File: src/rtl/fifo_pkg.sv
// Shared types for the FIFO family: read-mode selector and width helpers.
// Latency: n/a (types only).
// Backpressure: n/a (types only).
package fifo_pkg;

    typedef enum logic {
        FIFO_STD  = 1'b0,
        FIFO_FWFT = 1'b1
    } fifo_mode_e;

    // Pointer width for a 0..depth-1 index; a depth of 1 still needs one bit.
    function automatic int ptr_width(input int depth);
        return (depth > 1) ? $clog2(depth) : 1;
    endfunction

endpackage

File: src/rtl/fifo_ptr.sv
// Wrapping index 0..DEPTH-1 that advances on en, for non power-of-two depths.
// Latency: new value visible the cycle after en.
// Backpressure: none; the caller gates en.
module fifo_ptr
    import fifo_pkg::*;
#(
    parameter int DEPTH = 8,
    localparam int PTR_W = ptr_width(DEPTH)
) (
    input  logic             clk,
    input  logic             reset,
    input  logic             en,
    output logic [PTR_W-1:0] ptr
);

    always_ff @(posedge clk or posedge reset) begin
        if (reset) begin
            ptr <= '0;
        end else if (en) begin
            // Explicit wrap: DEPTH need not be a power of two.
            ptr <= (ptr == PTR_W'(DEPTH - 1)) ? '0 : ptr + 1'b1;
        end
    end

endmodule

File: src/rtl/fifo_flex.sv
// Single-clock FIFO, any depth, STD or FWFT read, threshold and sticky error flags.
// Latency: FWFT head visible 1 cycle after push; STD data 1 cycle after pop.
// Backpressure: push dropped when full (overflow), pop ignored when empty (underflow).
module fifo_flex
    import fifo_pkg::*;
#(
    parameter int         DATA_WIDTH    = 32,
    parameter int         DEPTH         = 8,
    parameter fifo_mode_e MODE          = FIFO_STD,
    parameter int         AFULL_THRESH  = DEPTH - 1,
    parameter int         AEMPTY_THRESH = 1,
    localparam int        CNT_W         = $clog2(DEPTH + 1)
) (
    input  logic                  clk,
    input  logic                  reset,
    input  logic                  push_i,
    input  logic [DATA_WIDTH-1:0] wr_data_i,
    input  logic                  pop_i,
    input  logic                  clr_err_i,
    output logic [DATA_WIDTH-1:0] rd_data_o,
    output logic                  rd_valid_o,
    output logic                  full_o,
    output logic                  empty_o,
    output logic                  almost_full_o,
    output logic                  almost_empty_o,
    output logic [CNT_W-1:0]      occupancy_o,
    output logic                  overflow_o,
    output logic                  underflow_o
);

    localparam int PTR_W = ptr_width(DEPTH);

    if (DEPTH < 2) begin : g_bad_depth
        $error("fifo_flex: DEPTH must be >= 2");
    end
    if (AFULL_THRESH < 1 || AFULL_THRESH > DEPTH) begin : g_bad_afull
        $error("fifo_flex: AFULL_THRESH must be in 1..DEPTH");
    end
    if (AEMPTY_THRESH < 0 || AEMPTY_THRESH > DEPTH - 1) begin : g_bad_aempty
        $error("fifo_flex: AEMPTY_THRESH must be in 0..DEPTH-1");
    end

    logic [DATA_WIDTH-1:0] mem [DEPTH];
    logic [PTR_W-1:0]      wr_ptr;
    logic [PTR_W-1:0]      rd_ptr;
    logic [CNT_W-1:0]      count;
    logic                  do_push;
    logic                  do_pop;

    assign full_o         = (count == CNT_W'(DEPTH));
    assign empty_o        = (count == '0);
    assign almost_full_o  = (count >= CNT_W'(AFULL_THRESH));
    assign almost_empty_o = (count <= CNT_W'(AEMPTY_THRESH));
    assign occupancy_o    = count;

    assign do_push = push_i && !full_o;
    assign do_pop  = pop_i && !empty_o;

    fifo_ptr #(.DEPTH(DEPTH)) u_wr_ptr (
        .clk   (clk),
        .reset (reset),
        .en    (do_push),
        .ptr   (wr_ptr)
    );

    fifo_ptr #(.DEPTH(DEPTH)) u_rd_ptr (
        .clk   (clk),
        .reset (reset),
        .en    (do_pop),
        .ptr   (rd_ptr)
    );

    // Storage is deliberately unreset; empty gating keeps stale words hidden.
    always_ff @(posedge clk) begin
        if (do_push) begin
            mem[wr_ptr] <= wr_data_i;
        end
    end

    always_ff @(posedge clk or posedge reset) begin
        if (reset) begin
            count <= '0;
        end else begin
            unique case ({do_push, do_pop})
                2'b10:   count <= count + 1'b1;
                2'b01:   count <= count - 1'b1;
                default: count <= count;
            endcase
        end
    end

    // A new error event outranks a clear in the same cycle.
    always_ff @(posedge clk or posedge reset) begin
        if (reset) begin
            overflow_o  <= 1'b0;
            underflow_o <= 1'b0;
        end else begin
            if (push_i && full_o)     overflow_o <= 1'b1;
            else if (clr_err_i)       overflow_o <= 1'b0;
            if (pop_i && empty_o)     underflow_o <= 1'b1;
            else if (clr_err_i)       underflow_o <= 1'b0;
        end
    end

    if (MODE == FIFO_FWFT) begin : g_fwft
        assign rd_data_o  = empty_o ? '0 : mem[rd_ptr];
        assign rd_valid_o = !empty_o;
    end else begin : g_std
        logic [DATA_WIDTH-1:0] rd_data_q;
        logic                  rd_valid_q;

        always_ff @(posedge clk or posedge reset) begin
            if (reset) begin
                rd_data_q  <= '0;
                rd_valid_q <= 1'b0;
            end else begin
                rd_valid_q <= do_pop;
                if (do_pop) begin
                    rd_data_q <= mem[rd_ptr];
                end
            end
        end

        assign rd_data_o  = rd_data_q;
        assign rd_valid_o = rd_valid_q;
    end

endmodule
File: config.mk
export PLATFORM = sky130hd
export DESIGN_NAME = fifo_flex
export DESIGN_NICKNAME = d
export VERILOG_FILES = /design/src/rtl/fifo_pkg.sv /design/src/rtl/fifo_ptr.sv /design/src/rtl/fifo_flex.sv
export SDC_FILE = /design/constraint.sdc
export NUM_CORES = 1
export LEC_CHECK = 0
export CELL_PAD_IN_SITES_DETAIL_PLACEMENT = 1
export CELL_PAD_IN_SITES_GLOBAL_PLACEMENT = 1
export CORE_UTILIZATION = 51
export DETAILED_ROUTE_END_ITERATION = 7
export PLACE_DENSITY = 0.77
export SKIP_CTS_REPAIR_TIMING = 1
export SLEW_MARGIN = 20
export SYNTH_ARGS = -nofsm -noshare
export SYNTH_HDL_FRONTEND = slang
export SYNTH_SLANG_ARGS = --single-unit
export TNS_END_PERCENT = 50
File: constraint.sdc
create_clock -name clk -period 5.3 [get_ports clk]
set_input_delay 1.06 -clock clk [delete_from_list [all_inputs] [get_ports clk]]
set_output_delay 1.06 -clock clk [all_outputs]
set_load 0.005 [all_outputs]
==> results.txt, run 1 <==
The run finished with clean final reports. The end point of the most critical hold path is underflow_o. The max-capacitance violation count came out at 0. The endpoint identified for the worst register-to-register timing path is occupancy_o[3]. In this run the critical register-to-register path is launched from occupancy_o[1].

The worst setup path is of the reg -> out kind. Along the worst path, the maximum fanout reaches 36. The cell count of the worst reg-to-reg path is 11. The total power density per cell area is around 560 nW/um^2. The maximum number of pins on one net before global-route repair is between 70 and 80. From bottom edge to top edge, the die measures approximately 150 um. Counting flops with an async set or reset pin after synthesis yields a share of 15.0%. The final number of hold-violating endpoints was 0.

In the routed layout, each cell is associated on average with a via count of slightly below 6. In this run the clock root is driven by a sky130_fd_sc_hd__clkbuf_16. For the worst setup path, the data arrival time is roughly 2600 ps. The total iterations of the first detailed-routing run is 5. The post-route cell area came out at around 14,000 um^2. The later pin in the worst-skew pair is clocked with a latency of about 550 ps. Cells with a size suffix above 1 make up around a fifth of the layout.

The area share of the leading cell type in the synthesized netlist came out at about two thirds. The relative area change from synthesis to final layout came out at 18.1%. The final routed DRC violation total came out at 0. The slew at the pin closest to its max-slew limit is about 1100 ps.

The slack of the worst reg-to-reg path came out at around 2100 ps. The setup violation total in the final timing report came out at 0. The clock arrives with 13.2 ps of skew. The final weighted congestion in routability-driven placement is between 0.7 and 0.8. The fraction of the cycle the final worst path needs came out at 68.5%. At the end of the flow, the number of nets in the layout was a little under 800. The tree built by TritonCTS fans out to approximately 300 sinks. In this run, synthesis produced a sequential element count of 301. The relative slew slack is 28.6%.

The number of standard cells after synthesis came out at 661. The fraction of the yosys area taken by sequential cells is between 70 and 80%. The die covers ~24,000 um^2.

Sorting the synthesized cells by how often they occur yields 256 x sky130_fd_sc_hd__edfxtp_1, 65 x sky130_fd_sc_hd__mux2i_1, 60 x sky130_fd_sc_hd__mux2_2. STA classifies the critical path endpoint as an output pin. The total wire length came out at 26,700 um. The number of H-tree levels is 1. The endpoint required time on the critical path came out at roughly 4200 ps.

Counting distinct cell types in the post-synthesis netlist gives 33. The number of global-route vias before repair is approximately 7,000. TritonCTS created 30 clock buffers. The fraction of the core area covered by cells at the end of the flow came out at 61.6%.

The max-slew violation total from the final report came out at 0. The clock-pin transition on the worst setup and hold timing paths is approximately 60 ps. Yosys instantiated no cell more often than sky130_fd_sc_hd__edfxtp_1. The maximum clock insertion buffer count is 3. The count of fill cells added during filler insertion came out at approximately 2,000.

The number of antenna repair diodes is 0. The number of port buffers is between 70 and 80. The worst-case vdd ir drop is 0.385 mV. Subtracting the final worst setup slack from the clock period gives approximately 3600 ps. The first-pass GRT wire length came out at approximately 41,000 um. The synthesized netlist net count came out at 706.

The number of synthesized flops with an enable pin came out at approximately 260. The worst hold path belongs to the class reg -> reg. The initial antenna violation count is 0. The post-synthesis instance area came out at 11,800 um^2.

The count of standard-cell rows is 55. The area of the multi-input gates came out at ~2800 um^2. The placement-stage cell area came out at between 10,000 and 15,000 um^2.

STA classifies the critical path startpoint as a flip-flop. Across all layers, the routed design uses 6,255 vias. The initial standard-cell utilization of the core is about 52%. TritonCTS built the clock tree. The maximum achievable frequency came out at 0.276 GHz. In this run the horizontal extent of the chip is 154 um. The number of top-level pins came out at 80. The residual overflow from global routing is 0. After detailed routing, the average wire length per cell comes to ~25 um.

The core area is about 23,000 um^2. The critical hold path startpoint is underflow_o. In this run the remaining antenna-violating nets after routing total 0.

The footprint of the flip-flops and latches is 8820 um^2. The setup TNS is 0 ps. The analysis attributes to cell leakage a power of slightly below 5 nW. Yosys printed 0 warnings. Averaged over all synthesized cells, the footprint is roughly 18 um^2. Of all cell types, the one taking the most synthesized area is sky130_fd_sc_hd__edfxtp_1. Setup repair after global routing left no endpoint under its margin. The HPWL after detailed placement came out at between 15,000 and 20,000 um. For this run, the leading register cell type out of synthesis is sky130_fd_sc_hd__edfxtp_1. The worst hold path depth came out at 2. Yosys attributes the largest share of cell area to sky130_fd_sc_hd__edfxtp_1 65%, sky130_fd_sc_hd__dfrtp_1 9.5%, sky130_fd_sc_hd__mux2_2 5.7%.

After the first detailed-routing iteration, the DRC count stood at 308. In the global route stage, overall resource usage came out at between 20% and 30%.
[per-stage QoR]
| step | setup slack, ps | total power [mW] | hold WS, ps | instances |
|---|---|---|---|---|
| after floorplan | 493 | 4.82 | 502 | 661 |
| after global placement | 2040 | 5.54 | 499 | 1002 |
| after detailed placement | 1940 | 5.70 | 500 | 1002 |
| after CTS | 1650 | 7.90 | 512 | 1058 |
| after global routing | 1570 | 8.17 | 565 | 1060 |
| final | 1670 | 7.84 | 506 | 1060 |
[final cells by class]
cell class / count / share of cell area [%]
clock buffer: 41 / 5.89
clock inverter: 15 / 1.32
inverter: 8 / 0.215
multi-input combinational: 313 / 20.1
sequential: 301 / 63.0
tap: 285 / 2.55
timing repair buffer: 97 / 6.91
[where the power goes]
part / total, mW / internal [mW] / switching, mW / leakage, nW
combinational: 2.28 / 1.10 / 1.18 / 1.54
sequential: 3.40 / 3.06 / 0.341 / 2.86
clock: 2.16 / 1.28 / 0.881 / 0.476
total: 7.84 / 5.44 / 2.40 / 4.88
[routing by layer]
metal	vias up	track usage (%)	routed length (um)
li1	2803	-	-
met1	3264	30.3	11400
met2	153	40.9	13800
met3	35	3.19	1080
met4	0	5.70	454
met5	-	0	0
[worst max-delay path, stage by stage, from the launching register on]
cell                              delay [ps]
sky130_fd_sc_hd__dfrtp_1                 440
sky130_fd_sc_hd__inv_1                   120
sky130_fd_sc_hd__ha_1                    230
sky130_fd_sc_hd__nor3b_4                 190
sky130_fd_sc_hd__buf_4                   430
sky130_fd_sc_hd__clkdlybuf4s50_1         600
[flip-flops by register name, indices dropped and copies added (netlist names)]
name	flops
rd_valid_o	1
u_wr_ptr.ptr	3
mem	256
underflow_o	1
overflow_o	1
occupancy_o	4
u_rd_ptr.ptr	3
rd_data_o	32
[layout by cell type (no fill, tap or decap), types with 3 or more instances in the layout]
cell and instances:
sky130_fd_sc_hd__mux2_2 60, sky130_fd_sc_hd__clkinvlp_4 5, sky130_fd_sc_hd__dfrtp_1 44, sky130_fd_sc_hd__nor3_2 4, sky130_fd_sc_hd__clkbuf_1 9, sky130_fd_sc_hd__nor2_1 4
sky130_fd_sc_hd__mux2i_1 65, sky130_fd_sc_hd__clkinv_2 4, sky130_fd_sc_hd__mux2_1 9, sky130_fd_sc_hd__nand2_1 6, sky130_fd_sc_hd__clkdlybuf4s50_1 79, sky130_fd_sc_hd__o31ai_1 13
sky130_fd_sc_hd__nor2_4 3, sky130_fd_sc_hd__o31ai_2 19, sky130_fd_sc_hd__ha_1 8, sky130_fd_sc_hd__buf_4 16, sky130_fd_sc_hd__bufinv_16 4, sky130_fd_sc_hd__o22ai_1 32
sky130_fd_sc_hd__edfxtp_1 256, sky130_fd_sc_hd__clkbuf_16 31, sky130_fd_sc_hd__a22o_1 32, sky130_fd_sc_hd__inv_2 3, sky130_fd_sc_hd__o21ai_0 35, sky130_fd_sc_hd__inv_1 5
sky130_fd_sc_hd__nand2b_1 4
[kinds of logic after synthesis]
kind of cell	after synthesis	synth area share, %
muxes	134	12.1
buffers and inverters	47	2.32
adders and majority gates	8	0.845
xor gates and xnor gates	4	0.296
AOI/OAI and AO/OA	135	8.56
and+or+nand+nor	32	1.50
DFF	301	74.4
[worst max-delay path by stage]
stage / from / to / slack [ps] / cells after the start
floorplan: push_i / mem[0][0] / 490 / 2
global placement: push_i / mem[5][30] / 2040 / 3
detailed placement: push_i / mem[5][30] / 1940 / 3
CTS: occupancy_o[0] / empty_o / 1650 / 5
global route: occupancy_o[1] / empty_o / 1570 / 5
finish: occupancy_o[1] / empty_o / 1670 / 5
Note: power is estimated with default switching activity, not from simulation.
==> run 2: changes to the inputs <==
==> constraint.sdc (replaced) <==
create_clock -name clk -period 3.5 [get_ports clk]
set_input_delay 0.7 -clock clk [delete_from_list [all_inputs] [get_ports clk]]
set_output_delay 0.7 -clock clk [all_outputs]
set_load 0.005 [all_outputs]
==> results.txt, run 2 (synthesis results as in run 1) <==
Result of the run: finished, final reports clean (unchanged). Leading cell types in the layout, fill and taps excluded: 256 x sky130_fd_sc_hd__edfxtp_1, 79 x sky130_fd_sc_hd__clkdlybuf4s50_1, 65 x sky130_fd_sc_hd__mux2i_1, 60 x sky130_fd_sc_hd__mux2_2, 44 x sky130_fd_sc_hd__dfrtp_1 (unchanged). Based on the critical path, the design can be clocked at up to 0.355 GHz.

The clock insertion delay at the later pin of the skew report came out at 550 ps (about the same). The number of H-tree levels is 1 (unchanged). The initial standard-cell utilization of the core came out at 52.1% (unchanged). The slew at the pin closest to its max-slew limit came to 903 ps (was 1070 ps). The fraction of the cycle the final worst path needs is roughly four fifths. The critical path capture point is empty_o (unchanged). The total iterations of the first detailed-routing run came out at 4 (was 5). The count of cell instances traversed by the critical path is 4 (was 5). The cell with the largest stage delay on the worst path was sky130_fd_sc_hd__clkdlybuf4s50_1 (unchanged).

The post-route clock skew was 12.4 ps (was 13.2 ps). The number of buffers created by CTS is 30 (unchanged). Cell-by-cell trace of the critical path: inv_1 > ha_1 > nor3b_4 > clkdlybuf4s50_1 (was inv_1 > ha_1 > nor3b_4 > buf_4 > clkdlybuf4s50_1). The flip-flop count of the largest register, all copies and words added is 256 (unchanged). The area enclosed by the die boundary came out at 23,800 um^2 (unchanged). The smallest setup slack after layout came to 683 ps (was 1670 ps). The final number of hold-violating endpoints is 0 (unchanged). The kind of end point of the critical path is an output pin (unchanged).

The setup violation total in the final timing report came out at 0 (unchanged). The most common library cell in the layout ignoring fill and taps is sky130_fd_sc_hd__edfxtp_1 (unchanged). The height of the die is 154 um (unchanged). The met3 demand-to-capacity share in global routing was 3.08% (was 3.19%). The TritonCTS clock tree is yes (unchanged). The number of top-level pins came out at 80 (unchanged).

The post-route worst hold slack is 516 ps (was 506 ps). The number of sinks handled by clock tree synthesis came out at 301 (unchanged). The worst-case vdd ir drop was 0.527 mV (was 0.385 mV). The number of port buffers came to 79 (unchanged). The slack of the worst reg-to-reg path came out at 1000 ps (was 2130 ps). The sum of buffers and inverters on the critical path is 2 (was 3).

The count of fill cells added during filler insertion was 1,975 (was 1,999). The max-capacitance violation count came out at 0 (unchanged). The via density per instance is 6.01 (was 5.90).

The average detailed-routed wire length per instance is 25.9 um (was 25.2 um). The relative area change from synthesis to final layout came to 18.0% (was 18.1%). The fraction of the core area covered by cells at the end of the flow came out at 61.5% (was 61.6%). The violation count after the first detailed-routing iteration is 344 (was 308).

The total wire length is 27,500 um (was 26,700 um). The first-pass GRT wire length is 42,400 um (was 41,300 um). The leakage power figure came to 4.90 nW (was 4.88 nW). The global routing usage on met2 is 42.9% (was 40.9%). The core area is 22,700 um^2 (unchanged).

The clock tree root driver cell is sky130_fd_sc_hd__clkbuf_16 (unchanged). The residual overflow from global routing is 0 (unchanged). The kind of cell adding the most delay to the critical path was buffers and inverters (unchanged). The cell count of the worst reg-to-reg path is 8 (was 11). The HPWL after detailed placement came out at 15,500 um (was 15,100 um). The pre-CTS worst setup slack came out at 775 ps (was 1940 ps). The number of global-route vias before repair came out at 7,221 (was 6,894).

The critical register-to-register path endpoint is occupancy_o[3] (unchanged). The most used routing layer is met2 (unchanged). The peak per-stage delay on the critical path came out at 540 ps (was 600 ps). The final routed DRC violation total is 0 (unchanged). The endpoint required time on the critical path came out at 2800 ps (was 4240 ps). Setup repair after global routing missed its margin: no (unchanged). The fraction of final layout cells with drive strength greater than 1 is 20.5% (was 20.4%).

The type of the worst setup path was reg -> out (unchanged). The maximum number of pins on one net before global-route repair came to 45 (was 71). After layout, the minimum clock period comes to 2820 ps. The setup TNS came out at 0 ps (unchanged). The initial antenna violation count is 0 (unchanged).

The relative slew slack came out at 39.8% (was 28.6%). The all-layer global routing usage is 23.8% (was 23.1%). The routing usage on met1 came to 30.3% (about the same).

The maximum fanout count along the critical path came out at 6 (was 36). The final weighted congestion in routability-driven placement is 0.728 (was 0.738). The worst hold path depth is 2 (unchanged). The clock-pin transition on the worst setup and hold timing paths is 60 ps (about the same). The number of antenna repair diodes was 0 (unchanged). The startpoint of the worst setup timing path was occupancy_o[1] (unchanged).

The max-slew violation total from the final report is 0 (unchanged). The count of vias placed by the detailed router was 6,381 (was 6,255). The total power density per cell area is 846 nW/um^2 (was 560 nW/um^2). The net count of the finished layout was 797 (was 796). The type of origin of the critical path was a flip-flop (unchanged). The chip width was 154 um (unchanged). The maximum clock insertion buffer count came out at 3 (unchanged). The count of standard-cell rows was 55 (unchanged). The path type of the worst min-delay path is reg -> reg (unchanged). The number of nets with antenna violations after detailed routing came out at 0 (unchanged).

The start of the worst register-to-register path is occupancy_o[1] (unchanged). The register with the most flip-flops is mem (unchanged). The data arrival at the endpoint of the critical path came out at 2120 ps (was 2570 ps).
[run 2: changes by cell type in the layout (fill, tap and decap cells not counted), sizes merged]
cell      previous run  this run
clkinvlp             5         0
buf                 18        19
bufinv               4         2
clkbuf              41        44
clkinv               6        10
[run 2: report_power, final]
part	switching [mW]	total [mW]	internal, mW
Clock	1.31	3.18	1.87
Sequential	0.402	5.04	4.64
Combinational	1.93	3.61	1.68
Total	3.64	11.8	8.18
[run 2: worst min path at each step]
| stage | startpoint | end | slack (ps) |
|---|---|---|---|
| final | underflow_o | underflow_o | 520 |
| after global routing | underflow_o | underflow_o | 560 |
| after CTS | underflow_o | underflow_o | 520 |
| after detailed placement | underflow_o | underflow_o | 510 |
| after global placement | rd_data_o[22] | rd_data_o[22] | 500 |
| after floorplan | rd_data_o[14] | rd_data_o[14] | 500 |
[run 2: routing by layer]
layer / vias up / part of all wire, %
li1: 2815 / -
met1: 3360 / 42
met2: 157 / 52
met3: 49 / 3.8
met4: 0 / 1.8
met5: - / 0
[run 2: worst register-to-register path, stage by stage, from the launching register on]
cell and delay [ps]:
sky130_fd_sc_hd__dfrtp_1 450, sky130_fd_sc_hd__inv_1 130, sky130_fd_sc_hd__ha_1 230, sky130_fd_sc_hd__nand3b_1 140, sky130_fd_sc_hd__nand2_1 370, sky130_fd_sc_hd__ha_1 330, sky130_fd_sc_hd__or4b_1 460, sky130_fd_sc_hd__a21oi_1 170
sky130_fd_sc_hd__xor2_1 150
[run 2: per-stage QoR]
step                power [mW]  cells  instance area [um^2]
finish                    11.8   1061                 14000
global route              12.3   1061                 14000
CTS                       11.9   1061                 14000
detailed placement        8.69   1005                 13000
global placement          8.46   1005                 13000
floorplan                 7.30    661                 11800
[run 2: final cells by class]
class / instances / area (um^2) / area share, %
Clock inverter: 12 / 106 / 0.761
Inverter: 8 / 30.0 / 0.215
Multi-Input combinational cell: 313 / 2820 / 20.2
Timing Repair Buffer: 98 / 971 / 6.95
Clock buffer: 44 / 875 / 6.26
Tap cell: 285 / 357 / 2.55
Sequential cell: 301 / 8820 / 63.1
